$ cat src/rtl/mem_write_buffer_if.sv
// Memory-side write bus of the store buffer: request/payload out, acknowledge in.
interface mem_write_buffer_if #(
    parameter int AW = 32,
    parameter int DW = 32
);
    logic          memReq;
    logic [AW-1:0] memAddr;
    logic [DW-1:0] memData;
    logic          memByte;
    logic          memAck;

    modport master (
        output memReq,
        output memAddr,
        output memData,
        output memByte,
        input  memAck
    );

    modport slave (
        input  memReq,
        input  memAddr,
        input  memData,
        input  memByte,
        output memAck
    );
endinterface

$ cat src/rtl/mem_write_buffer.sv
// Write buffer between the cache store path and main memory, drained in push order.
// Define WBUF_FWD_EN to enable store-to-load forwarding; otherwise fwdHit/fwdData are tied to 0.
module mem_write_buffer #(
    parameter int DEPTH = 4,
    parameter int AW    = 32,
    parameter int DW    = 32
) (
    input  logic                     clk,
    input  logic                     rst,
    input  logic                     wrEn,
    input  logic [AW-1:0]            wrAddr,
    input  logic [DW-1:0]            wrData,
    input  logic                     wrByte,
    output logic                     full,
    output logic                     empty,
    output logic [$clog2(DEPTH):0]   count,
    input  logic [AW-1:0]            rdAddr,
    output logic                     fwdHit,
    output logic [DW-1:0]            fwdData,
    mem_write_buffer_if.master       mem
);

    localparam int PW = $clog2(DEPTH);
    localparam int CW = PW + 1;

    typedef enum logic {
        IDLE,
        REQ
    } state_t;

    state_t          state;
    logic            mem_req_q;
    logic [PW-1:0]   head;
    logic [PW-1:0]   tail;
    logic [CW-1:0]   count_q;
    logic [CW-1:0]   count_next;
    logic            push;
    logic            pop;

    logic [AW-1:0]   addr_mem    [DEPTH];
    logic [DW-1:0]   data_mem    [DEPTH];
    logic            is_byte_mem [DEPTH];

    assign full  = (count_q == CW'(DEPTH));
    assign empty = (count_q == '0);
    assign count = count_q;

    // A store arriving while full is dropped even if the head pops this cycle.
    assign push = wrEn && !full;
    assign pop  = (state == REQ) && mem.memAck;

    always_comb begin
        count_next = count_q;
        case ({push, pop})
            2'b10:   count_next = count_q + CW'(1);
            2'b01:   count_next = count_q - CW'(1);
            default: count_next = count_q;
        endcase
    end

    always_ff @(posedge clk) begin
        if (rst) begin
            head    <= '0;
            tail    <= '0;
            count_q <= '0;
        end else begin
            if (push) begin
                tail <= tail + PW'(1);
            end
            if (pop) begin
                head <= head + PW'(1);
            end
            count_q <= count_next;
        end
    end

    // Storage holds no reset; validity lives entirely in head/count.
    always_ff @(posedge clk) begin
        if (push) begin
            addr_mem[tail]    <= wrAddr;
            data_mem[tail]    <= wrData;
            is_byte_mem[tail] <= wrByte;
        end
    end

    always_ff @(posedge clk) begin
        if (rst) begin
            state     <= IDLE;
            mem_req_q <= 1'b0;
        end else begin
            case (state)
                IDLE: begin
                    if (!empty) begin
                        state     <= REQ;
                        mem_req_q <= 1'b1;
                    end
                end
                REQ: begin
                    if (pop && (count_next == '0)) begin
                        state     <= IDLE;
                        mem_req_q <= 1'b0;
                    end
                end
            endcase
        end
    end

    // Head stays put until the ack, so the payload is stable for the whole request.
    assign mem.memReq  = mem_req_q;
    assign mem.memAddr = addr_mem[head];
    assign mem.memData = data_mem[head];
    assign mem.memByte = is_byte_mem[head];

`ifdef WBUF_FWD_EN
    logic fwd_unused;
    assign fwd_unused = ^rdAddr[1:0];

    // Walk from oldest to youngest so the youngest matching entry wins.
    always_comb begin
        fwdHit  = 1'b0;
        fwdData = '0;
        for (int i = 0; i < DEPTH; i++) begin
            if ((CW'(i) < count_q) &&
                (addr_mem[head + PW'(i)][AW-1:2] == rdAddr[AW-1:2])) begin
                fwdHit = 1'b1;
                if (is_byte_mem[head + PW'(i)]) begin
                    fwdData = {{(DW-8){1'b0}}, data_mem[head + PW'(i)][7:0]};
                end else begin
                    fwdData = data_mem[head + PW'(i)];
                end
            end
        end
    end
`else
    logic fwd_unused;
    assign fwd_unused = ^rdAddr;
    assign fwdHit     = 1'b0;
    assign fwdData    = '0;
`endif

endmodule
$ cat src/flat_wrapper.sv
// flat-port wrapper written by rule: the top's interface ports become plain ports
module mem_write_buffer_flat 
#(
    parameter int DEPTH = 4,
    parameter int AW    = 32,
    parameter int DW    = 32
)
  (clk, rst, wrEn, wrAddr, wrData, wrByte, full, empty, count, rdAddr, fwdHit, fwdData, mem_memReq, mem_memAddr, mem_memData, mem_memByte, mem_memAck);
  mem_write_buffer_if #(.AW(AW), .DW(DW)) mem_i ();
  input  logic clk;
  input  logic rst;
  input  logic wrEn;
  input  logic [AW-1:0] wrAddr;
  input  logic [DW-1:0] wrData;
  input  logic wrByte;
  output logic full;
  output logic empty;
  output logic [$clog2(DEPTH):0] count;
  input  logic [AW-1:0] rdAddr;
  output logic fwdHit;
  output logic [DW-1:0] fwdData;
  output wire logic [$bits(mem_i.memReq)-1:0] mem_memReq;
  output wire logic [$bits(mem_i.memAddr)-1:0] mem_memAddr;
  output wire logic [$bits(mem_i.memData)-1:0] mem_memData;
  output wire logic [$bits(mem_i.memByte)-1:0] mem_memByte;
  input wire logic [$bits(mem_i.memAck)-1:0] mem_memAck;
  assign mem_memReq = mem_i.memReq;
  assign mem_memAddr = mem_i.memAddr;
  assign mem_memData = mem_i.memData;
  assign mem_memByte = mem_i.memByte;
  assign mem_i.memAck = mem_memAck;
  mem_write_buffer #(.DEPTH(DEPTH), .AW(AW), .DW(DW)) u_core (.clk(clk), .rst(rst), .wrEn(wrEn), .wrAddr(wrAddr), .wrData(wrData), .wrByte(wrByte), .full(full), .empty(empty), .count(count), .rdAddr(rdAddr), .fwdHit(fwdHit), .fwdData(fwdData), .mem(mem_i));
endmodule
$ cat config.mk
export PLATFORM = sky130hd
export DESIGN_NAME = mem_write_buffer_flat
export DESIGN_NICKNAME = d
export VERILOG_FILES = /design/src/rtl/mem_write_buffer_if.sv /design/src/rtl/mem_write_buffer.sv /design/src/flat_wrapper.sv
export SDC_FILE = /design/constraint.sdc
export NUM_CORES = 1
export LEC_CHECK = 0
export CAP_MARGIN = 20
export CORE_MARGIN = 1.5
export CORE_UTILIZATION = 50
export DETAILED_ROUTE_END_ITERATION = 8
export PLACE_DENSITY = 0.78
export RECOVER_POWER = 25
export REMOVE_ABC_BUFFERS = 1
export SLEW_MARGIN = 0
export SYNTH_ARGS = -nofsm -noshare
export SYNTH_HDL_FRONTEND = slang
export SYNTH_SLANG_ARGS = --single-unit
$ cat constraint.sdc
create_clock -name clk -period 3.6 [get_ports clk]
set_input_delay 0.54 -clock clk [delete_from_list [all_inputs] [get_ports clk]]
set_output_delay 0.54 -clock clk [all_outputs]
set_load 0.02 [all_outputs]
==> flow_summary.json, run 1 <==
{
  "status": "finished, final reports clean",
  "fillers": 1367,
  "htreeDepth": 1,
  "period_share": 0.896,
  "period_needed_ns": 3.23,
  "antenna_found_initial": 0,
  "dp.cells": 832,
  "cts.sinks": 271,
  "synthCells": 432,
  "cts_root_buffer": "clkbuf_16",
  "synth_area_per_cell_um2": 23.7,
  "clock_skew_ns": 0.00602,
  "hp-class": "reg -> reg",
  "max-slew-margin-rel": 0.666,
  "grt_pass1_vias": 5002,
  "gp_congestion": 0.730,
  "cp-endpoint": "mem_memData[1]",
  "grtUsageTotal": 0.169,
  "p_leak_nw": 4.12,
  "worst_slack_ns": 0.373,
  "drv_slew": 0,
  "ys.warnings.count": 0,
  "drc": 0,
  "reg2reg_from": "u_core.count[2]$_SDFF_PP0_",
  "die_x_um": 146,
  "final_common_cell": "edfxtp_1",
  "portBuffers": 139,
  "firstDrtPassIters": 4,
  "irDropWorstVdd_mv": 0.441,
  "ant_nets": 0,
  "vias": 4613,
  "via_per_inst": 5.23,
  "synth_seq_cells": 271,
  "synthToLayoutAreaGrowth_pct": 24.2,
  "rrSetupSlack_ns": 1.07,
  "place_ws_ns": 0.728,
  "register_area_um2": 8040,
  "die_area_um2": 21400,
  "power.density_nw_per_um2": 658,
  "crit_fanout": 23,
  "rsz0062_at_grt": "false",
  "crit_path_end_kind": "primary output",
  "hold_start": "u_core.state$_SDFF_PP0_",
  "wl_per_cell_um": 20.1,
  "multiInputGateArea_um2": 1910,
  "dp_hpwl_mm": 10.6,
  "drt_iter0_drc": 206,
  "cts_resized": 0,
  "reg2regPathDepth": 11,
  "fmax_mhz": 310,
  "grt_max_degree": 44,
  "setup_viol": 0,
  "maxCapViolations": 0,
  "whs_path_depth": 1,
  "holdBufCountCts": 0,
  "finalHoldViolations": 0,
  "mostFrequentLayoutCells": "edfxtp_1 (260), clkdlybuf4s50_1 (101), mux4_2 (65)",
  "fin_cells": 882,
  "final_area_um2": 12700,
  "crit_arrival_ns": 2.69,
  "nets": 698,
  "coreArea_um2": 20200,
  "setup_tns_ns": 0,
  "critPathRequiredTime_ns": 3.06,
  "drive_gt1_frac": 0.201,
  "cts_tree": "done",
  "numCtsBuffers": 27,
  "startpoint_type": "flip-flop",
  "clk_pin_slew_ns": 0.06,
  "syn_area_um2": 10200,
  "clock_latency_ns": 0.51,
  "die_h_um": 146,
  "routed_wl_mm": 17.7,
  "clockBufferDepth": 3,
  "r2r_end": "u_core.mem.memReq$_SDFFE_PP0P_",
  "seq_area_frac_synth": 0.783,
  "rows": 52,
  "tightest_slew_ns": 0.501,
  "grt_pass1_wl_mm": 27.9,
  "holdWs_ns": 0.493,
  "synth_cell_types": 32,
  "overflow": 0,
  "post_cts.repair.setup_buffers": 0,
  "path_class": "reg -> out",
  "postPlaceCellArea_um2": 11800,
  "ioPinCount": 205,
  "initial_core_util": 0.508
}
## per-stage QoR
step | power, mW | utilization
2_1_floorplan | 4.96 | -
3_3_place_gp | 5.68 | 0.587
3_5_place_dp | 5.73 | 0.587
4_1_cts | 8.48 | 0.631
5_1_grt | 8.69 | 0.631
6_report | 8.37 | 0.631
## power by group
part           switching [mW]  internal [mW]
Combinational           0.855          0.873
Clock                    1.08           1.66
Sequential              0.136           3.76
Total                    2.07           6.30
## worst min-delay path by stage
stage / slack, ns / endpoint
CTS: 0.50 / u_core.mem.memReq$_SDFFE_PP0P_
detailed placement: 0.49 / u_core.mem.memReq$_SDFFE_PP0P_
global route: 0.52 / u_core.mem.memReq$_SDFFE_PP0P_
finish: 0.49 / u_core.mem.memReq$_SDFFE_PP0P_
global placement: 0.46 / u_core.mem.memReq$_SDFFE_PP0P_
floorplan: 0.45 / u_core.mem.memReq$_SDFFE_PP0P_
## layout make-up
| cell class | count | share of cell area |
|---|---|---|
| sequential | 271 | 0.631 |
| tap | 270 | 0.0265 |
| timing repair buffer | 148 | 0.121 |
| clock inverter | 7 | 0.00659 |
| clock buffer | 42 | 0.0630 |
| inverter | 6 | 0.00177 |
| antenna | 1 | 0.000197 |
| multi-input combinational | 137 | 0.150 |
## kinds of logic after synthesis
logic type | synth area share
muxes | 0.144
adders and majority gates | 0.00806
and+or+nand+nor | 0.0131
DFF | 0.783
xor gates and xnor gates | 0.00427
AOI/OAI and AO/OA | 0.00379
buffers and inverters | 0.0432
other | 0.000366
## layer usage
metal,track usage,vias up,routed length (um)
met2,0.292,158,9110
met4,0.0328,0,224
met5,0,-,0
met3,0.0344,24,1070
li1,-,2040,-
met1,0.226,2391,7330
## state kept, by name, indices dropped and copies added, names as in the netlist, named ones only
signal	count
u_core.is_byte_mem	4
u_core.data_mem	128
u_core.head	2
u_core.mem.memReq	1
u_core.addr_mem	128
u_core.state	1
u_core.count	3
u_core.tail	2
## worst max-delay path, cell delays in order (launching register included)
cell	delay, ns
dfxtp_4	0.66
buf_4	0.37
mux4_2	0.55
clkdlybuf4s50_1	0.57
## synthesized netlist by cell type
cell	instances	area, um^2
a211oi_1	1	7.51
a21oi_1	1	5.00
and2_0	1	6.26
and2_1	4	25.0
and2b_1	1	7.51
buf_12	5	100
buf_2	7	35.0
buf_4	34	255
buf_6	2	22.5
clkbuf_1	2	7.51
conb_1	1	3.75
dfxtp_1	11	220
edfxtp_1	260	7810
fa_1	1	20.0
ha_1	5	62.6
inv_1	6	22.5
mux2i_1	1	10.0
mux4_2	65	1460
nand2_1	1	3.75
nand2b_1	1	6.26
nor2_1	6	22.5
nor2b_1	1	6.26
nor3_1	3	15.0
nor3b_1	1	7.51
nor3b_2	1	12.5
nor4_1	1	6.26
nor4b_2	1	15.0
o21a_1	1	7.51
o21ba_2	1	10.0
o32ai_1	1	8.76
xnor2_1	2	17.5
xor2_1	3	26.3
(Power assumes the default switching activity.)
==> run 2: changes to the inputs <==
Settings changed: CTS_BUF_LIST set to sky130_fd_sc_hd__clkbuf_8.
==> run 2 against run 1 <==
  * Via count increased by 2.0%
  * Highest routed layer unchanged
  * Worst setup slack improved by 0.0036 ns
  * Clock skew rose by 0.0027 ns
  * Sequential share of layout area up 0.86 points
==> flow_summary.json, run 2 (synthesized netlist as in run 1, its figures left out) <==
{
  "fmax_mhz": 310,
  "wl_per_cell_um": 19.6,
  "drive_gt1_frac": 0.206,
  "die_x_um": 146,
  "path_class": "reg -> out",
  "overflow": 0,
  "grt_pass1_wl_mm": 27.6,
  "worst_slack_ns": 0.376,
  "power.density_nw_per_um2": 623,
  "vias": 4704,
  "p_seq_frac": 0.498,
  "via_per_inst": 5.21,
  "register_area_um2": 8040,
  "grt_pass1_vias": 5132,
  "status": "finished, final reports clean",
  "die_area_um2": 21400,
  "crit_arrival_ns": 2.68,
  "clockPowerShare": 0.281,
  "gp_congestion": 0.730,
  "nets": 714,
  "cts_tree": "done",
  "portBuffers": 139,
  "period_needed_ns": 3.22,
  "p_total_mw": 7.82,
  "dp_hpwl_mm": 10.6,
  "startpoint_type": "flip-flop",
  "p_leak_nw": 4.09,
  "rows": 52,
  "antenna_found_initial": 0,
  "coreArea_um2": 20200,
  "p_comb_frac": 0.220,
  "p_sw_frac": 0.262,
  "clk_pin_slew_ns": 0.06,
  "cts_resized": 0,
  "firstDrtPassIters": 4,
  "cellInternalPower_mw": 5.77,
  "crit_path_end_kind": "primary output",
  "die_h_um": 146,
  "drc": 0,
  "maxCapViolations": 0,
  "ant_nets": 0,
  "synthToLayoutAreaGrowth_pct": 22.5,
  "place_ws_ns": 0.728,
  "setup_tns_ns": 0,
  "mostFrequentLayoutCells": "edfxtp_1 (260), clkdlybuf4s50_1 (100), mux4_2 (65)",
  "post_cts.repair.setup_buffers": 0,
  "crit_fanout": 23,
  "initial_core_util": 0.508,
  "finalHoldViolations": 0,
  "fin_util": 0.622,
  "drt_iter0_drc": 185,
  "clock_skew_ns": 0.00876,
  "period_share": 0.895,
  "irDropWorstVdd_mv": 0.420,
  "htreeDepth": 2,
  "holdBufCountCts": 0,
  "reg_top3": "u_core.addr_mem x128, u_core.data_mem x128, u_core.is_byte_mem x4",
  "switchingPower_mw": 2.05,
  "numCtsBuffers": 43,
  "routed_wl_mm": 17.7,
  "rsz0062_at_grt": "false",
  "drv_slew": 0,
  "fillers": 1409,
  "cts_root_buffer": "clkbuf_8",
  "final_common_cell": "edfxtp_1",
  "clockBufferDepth": 3,
  "multiInputGateArea_um2": 1910,
  "grtUsageTotal": 0.169,
  "cts.sinks": 271,
  "hp-class": "reg -> reg",
  "grt_max_degree": 44,
  "ioPinCount": 205,
  "clock_latency_ns": 0.51,
  "critPathRequiredTime_ns": 3.06,
  "setup_viol": 0
}
==> run 2: cell count changes in the layout (fill, tap and decap cells not counted) <==
cell             before  now
bufinv_16             2    0
dlygate4sd3_1        38   39
clkbuf_16            27    0
inv_1                 6   17
clkinv_1              1   12
clkdlybuf4s50_1     101  100
clkbuf_1              8    0
clkinv_2              4    2
clkbuf_8              7   45
==> run 2: through the flow <==
stage,hold WS (ns),cells,instance area [um^2]
after CTS,0.496,902,12600
final,0.496,903,12600
after global placement,0.464,832,11800
after floorplan,0.453,414,9950
after global routing,0.519,902,12600
after detailed placement,0.489,832,11800
==> run 2: power by group through the flow <==
stage / combinational (mW) / clock, mW / sequential, mW
floorplan: 0.936 / 0 / 4.02
global placement: 1.73 / 0 / 3.94
detailed placement: 1.76 / 0 / 3.97
CTS: 1.76 / 2.28 / 3.91
global route: 1.83 / 2.42 / 3.93
finish: 1.72 / 2.20 / 3.90
==> run 2: layout make-up <==
class	count	area share
well taps	270	0.0269
diodes	1	0.000199
repair buffers	148	0.122
inverters	6	0.00179
clock inverters	25	0.00767
clock buffers	45	0.0493
multi-input cells	137	0.152
flip-flops and latches	271	0.640
==> run 2: path summary, 6_finish.rpt <==
path / cells after the start / start / slack (ns) / to
hold reg to reg: 2 / u_core.mem.memReq$_SDFFE_PP0P_ / 0.50 / u_core.mem.memReq$_SDFFE_PP0P_
hold / removal: 2 / u_core.mem.memReq$_SDFFE_PP0P_ / 0.50 / u_core.mem.memReq$_SDFFE_PP0P_
setup / recovery: 3 / flip-flop / 0.38 / mem_memData[1]
setup reg to reg: 11 / u_core.count[2]$_SDFF_PP0_ / 1.06 / u_core.mem.memReq$_SDFFE_PP0P_
==> run 2: critical path: stages (launching register included) <==
cell and delay [ns]:
dfxtp_4 0.66, buf_4 0.37, mux4_2 0.55, clkdlybuf4s50_1 0.57
==> run 2: metal layers <==
layer  vias up  track usage  wire length (um)
li1       2068            -                 -
met1      2425        0.221              7300
met2       183        0.285              8950
met3        28       0.0400              1130
met4         0       0.0510               275
met5         -            0                 0
==> run 3: changes to the inputs <==
==> constraint.sdc (replaced) <==
create_clock -name clk -period 3.6 [get_ports clk]
set_input_delay 0.54 -clock clk [delete_from_list [all_inputs] [get_ports clk]]
set_output_delay 0.54 -clock clk [all_outputs]
set_load 0.005 [all_outputs]
==> run 3 against run 2 <==
  * Worst setup slack better by 0.092 ns
  * Largest power group unchanged
  * Wire length rose by 1.1%
  * Critical path type unchanged
  * Register-to-register slack barely moved
  * Sequential share of layout area fell by 0.10 points
  * Total power down 3.3%
  * Clock skew grew 0.0044 ns
  * Global-route usage grew 0.22 points
  * Combinational power is 16% lower
==> flow_summary.json, run 3 (synthesized netlist as in run 1, its figures left out) <==
{
  "status": "finished, final reports clean",
  "finalHoldViolations": 0,
  "p_leak_nw": 4.13,
  "post_cts.repair.setup_buffers": 0,
  "numCtsBuffers": 43,
  "drc": 0,
  "irDropWorstVdd_mv": 0.403,
  "nets": 714,
  "ioPinCount": 205,
  "gp_congestion": 0.722,
  "synthToLayoutAreaGrowth_pct": 22.7,
  "cts_resized": 0,
  "cts.sinks": 271,
  "place_ws_ns": 0.698,
  "power.density_nw_per_um2": 602,
  "antenna_found_initial": 2,
  "rsz0062_at_grt": "false",
  "dp_hpwl_mm": 10.7,
  "crit_path_end_kind": "primary output",
  "startpoint_type": "flip-flop",
  "die_x_um": 146,
  "final_area_um2": 12600,
  "ant_nets": 0,
  "htreeDepth": 2,
  "maxCapViolations": 0,
  "firstDrtPassIters": 4,
  "period_needed_ns": 3.13,
  "postPlaceCellArea_um2": 11800,
  "grt_pass1_vias": 5169,
  "clock_skew_ns": 0.0131,
  "routed_wl_mm": 17.9,
  "cts_tree": "done",
  "critical-path-slowest-cell": "dfxtp_4",
  "grtUsageTotal": 0.171,
  "rrSetupSlack_ns": 1.05,
  "rows": 52,
  "cpPeakStageDelay_ns": 0.63,
  "crit_cells": 3,
  "final_common_cell": "edfxtp_1",
  "reg_top3": "u_core.addr_mem x128, u_core.data_mem x128, u_core.is_byte_mem x4",
  "drive_gt1_frac": 0.203,
  "critPathRequiredTime_ns": 3.06,
  "cp-endpoint": "mem_memAddr[30]",
  "holdBufCountCts": 0,
  "reg2reg_from": "u_core.count[2]$_SDFF_PP0_",
  "crit_chain": "buf_4, mux4_2, clkdlybuf4s50_1",
  "hp-class": "reg -> reg",
  "setup_viol": 0,
  "fin_cells": 908,
  "grt_max_degree": 41,
  "initial_core_util": 0.508,
  "grt_pass1_wl_mm": 27.9,
  "clock_latency_ns": 0.52,
  "clockBufferDepth": 3,
  "overflow": 0,
  "path_class": "reg -> out",
  "crit_buf_inv": 2,
  "cts_root_buffer": "clkbuf_8",
  "die_area_um2": 21400,
  "wl_per_cell_um": 19.7,
  "fillers": 1396,
  "crit_arrival_ns": 2.59,
  "vias": 4707,
  "clk_pin_slew_ns": 0.06,
  "crit_fanout": 22,
  "via_per_inst": 5.18,
  "worst_slack_ns": 0.469,
  "crit_family": "buffers and inverters",
  "portBuffers": 139,
  "r2r_end": "u_core.mem.memReq$_SDFFE_PP0P_",
  "drt_iter0_drc": 239,
  "whs_path_depth": 2,
  "die_h_um": 146,
  "p_total_mw": 7.56,
  "coreArea_um2": 20200,
  "period_share": 0.870,
  "drv_slew": 0,
  "mostFrequentLayoutCells": "edfxtp_1 (260), clkdlybuf4s50_1 (97), mux4_2 (65)",
  "fmax_mhz": 319,
  "dp.cells": 832,
  "reg2regPathDepth": 11
}
## run 3: layout make-up
class | count | area, um^2 | share of cell area
Sequential cell | 271 | 8040 | 0.639
Multi-Input combinational cell | 137 | 1910 | 0.152
Timing Repair Buffer | 148 | 1530 | 0.122
Clock buffer | 45 | 619 | 0.0493
Tap cell | 270 | 338 | 0.0269
Clock inverter | 29 | 114 | 0.00905
Inverter | 6 | 22.5 | 0.00179
Antenna cell | 2 | 5.00 | 0.000398
## run 3: worst reg2reg max path, stage by stage (launching register included)
cell	delay [ns]
dfxtp_1	0.44
nor3b_2	0.25
nor2b_1	0.07
buf_4	0.17
inv_1	0.06
ha_1	0.17
inv_1	0.07
fa_1	0.49
and2b_1	0.14
a21oi_1	0.08
nor4b_2	0.35
o32ai_1	0.14
## run 3: worst min-delay path by stage
| stage | startpoint | endpoint | slack, ns |
|---|---|---|---|
| global route | u_core.mem.memReq$_SDFFE_PP0P_ | u_core.mem.memReq$_SDFFE_PP0P_ | 0.54 |
| detailed placement | u_core.mem.memReq$_SDFFE_PP0P_ | u_core.mem.memReq$_SDFFE_PP0P_ | 0.47 |
| global placement | u_core.state$_SDFF_PP0_ | u_core.mem.memReq$_SDFFE_PP0P_ | 0.46 |
| finish | u_core.mem.memReq$_SDFFE_PP0P_ | u_core.mem.memReq$_SDFFE_PP0P_ | 0.48 |
| floorplan | u_core.state$_SDFF_PP0_ | u_core.mem.memReq$_SDFFE_PP0P_ | 0.45 |
| CTS | u_core.mem.memReq$_SDFFE_PP0P_ | u_core.mem.memReq$_SDFFE_PP0P_ | 0.49 |
## run 3: through the flow
stage	utilization	TNS [ns]	hold slack, ns
floorplan	-	-23.83	0.453
global placement	0.587	0	0.464
detailed placement	0.587	0	0.475
CTS	0.623	0	0.488
global route	0.623	0	0.544
finish	0.623	0	0.483
## run 3: layer usage
layer / GRT usage / wire length, um / up-vias
li1: - / - / 2082
met1: 0.217 / 7250 / 2407
met2: 0.293 / 9140 / 182
met3: 0.0422 / 1100 / 34
met4: 0.0545 / 347 / 2
met5: 0 / 12 / -
## run 3: where the power goes
part / leakage [nW] / internal (mW) / switching (mW)
clock: 0.447 / 1.15 / 1.08
sequential: 2.48 / 3.76 / 0.135
combinational: 1.20 / 0.869 / 0.567
total: 4.13 / 5.78 / 1.79
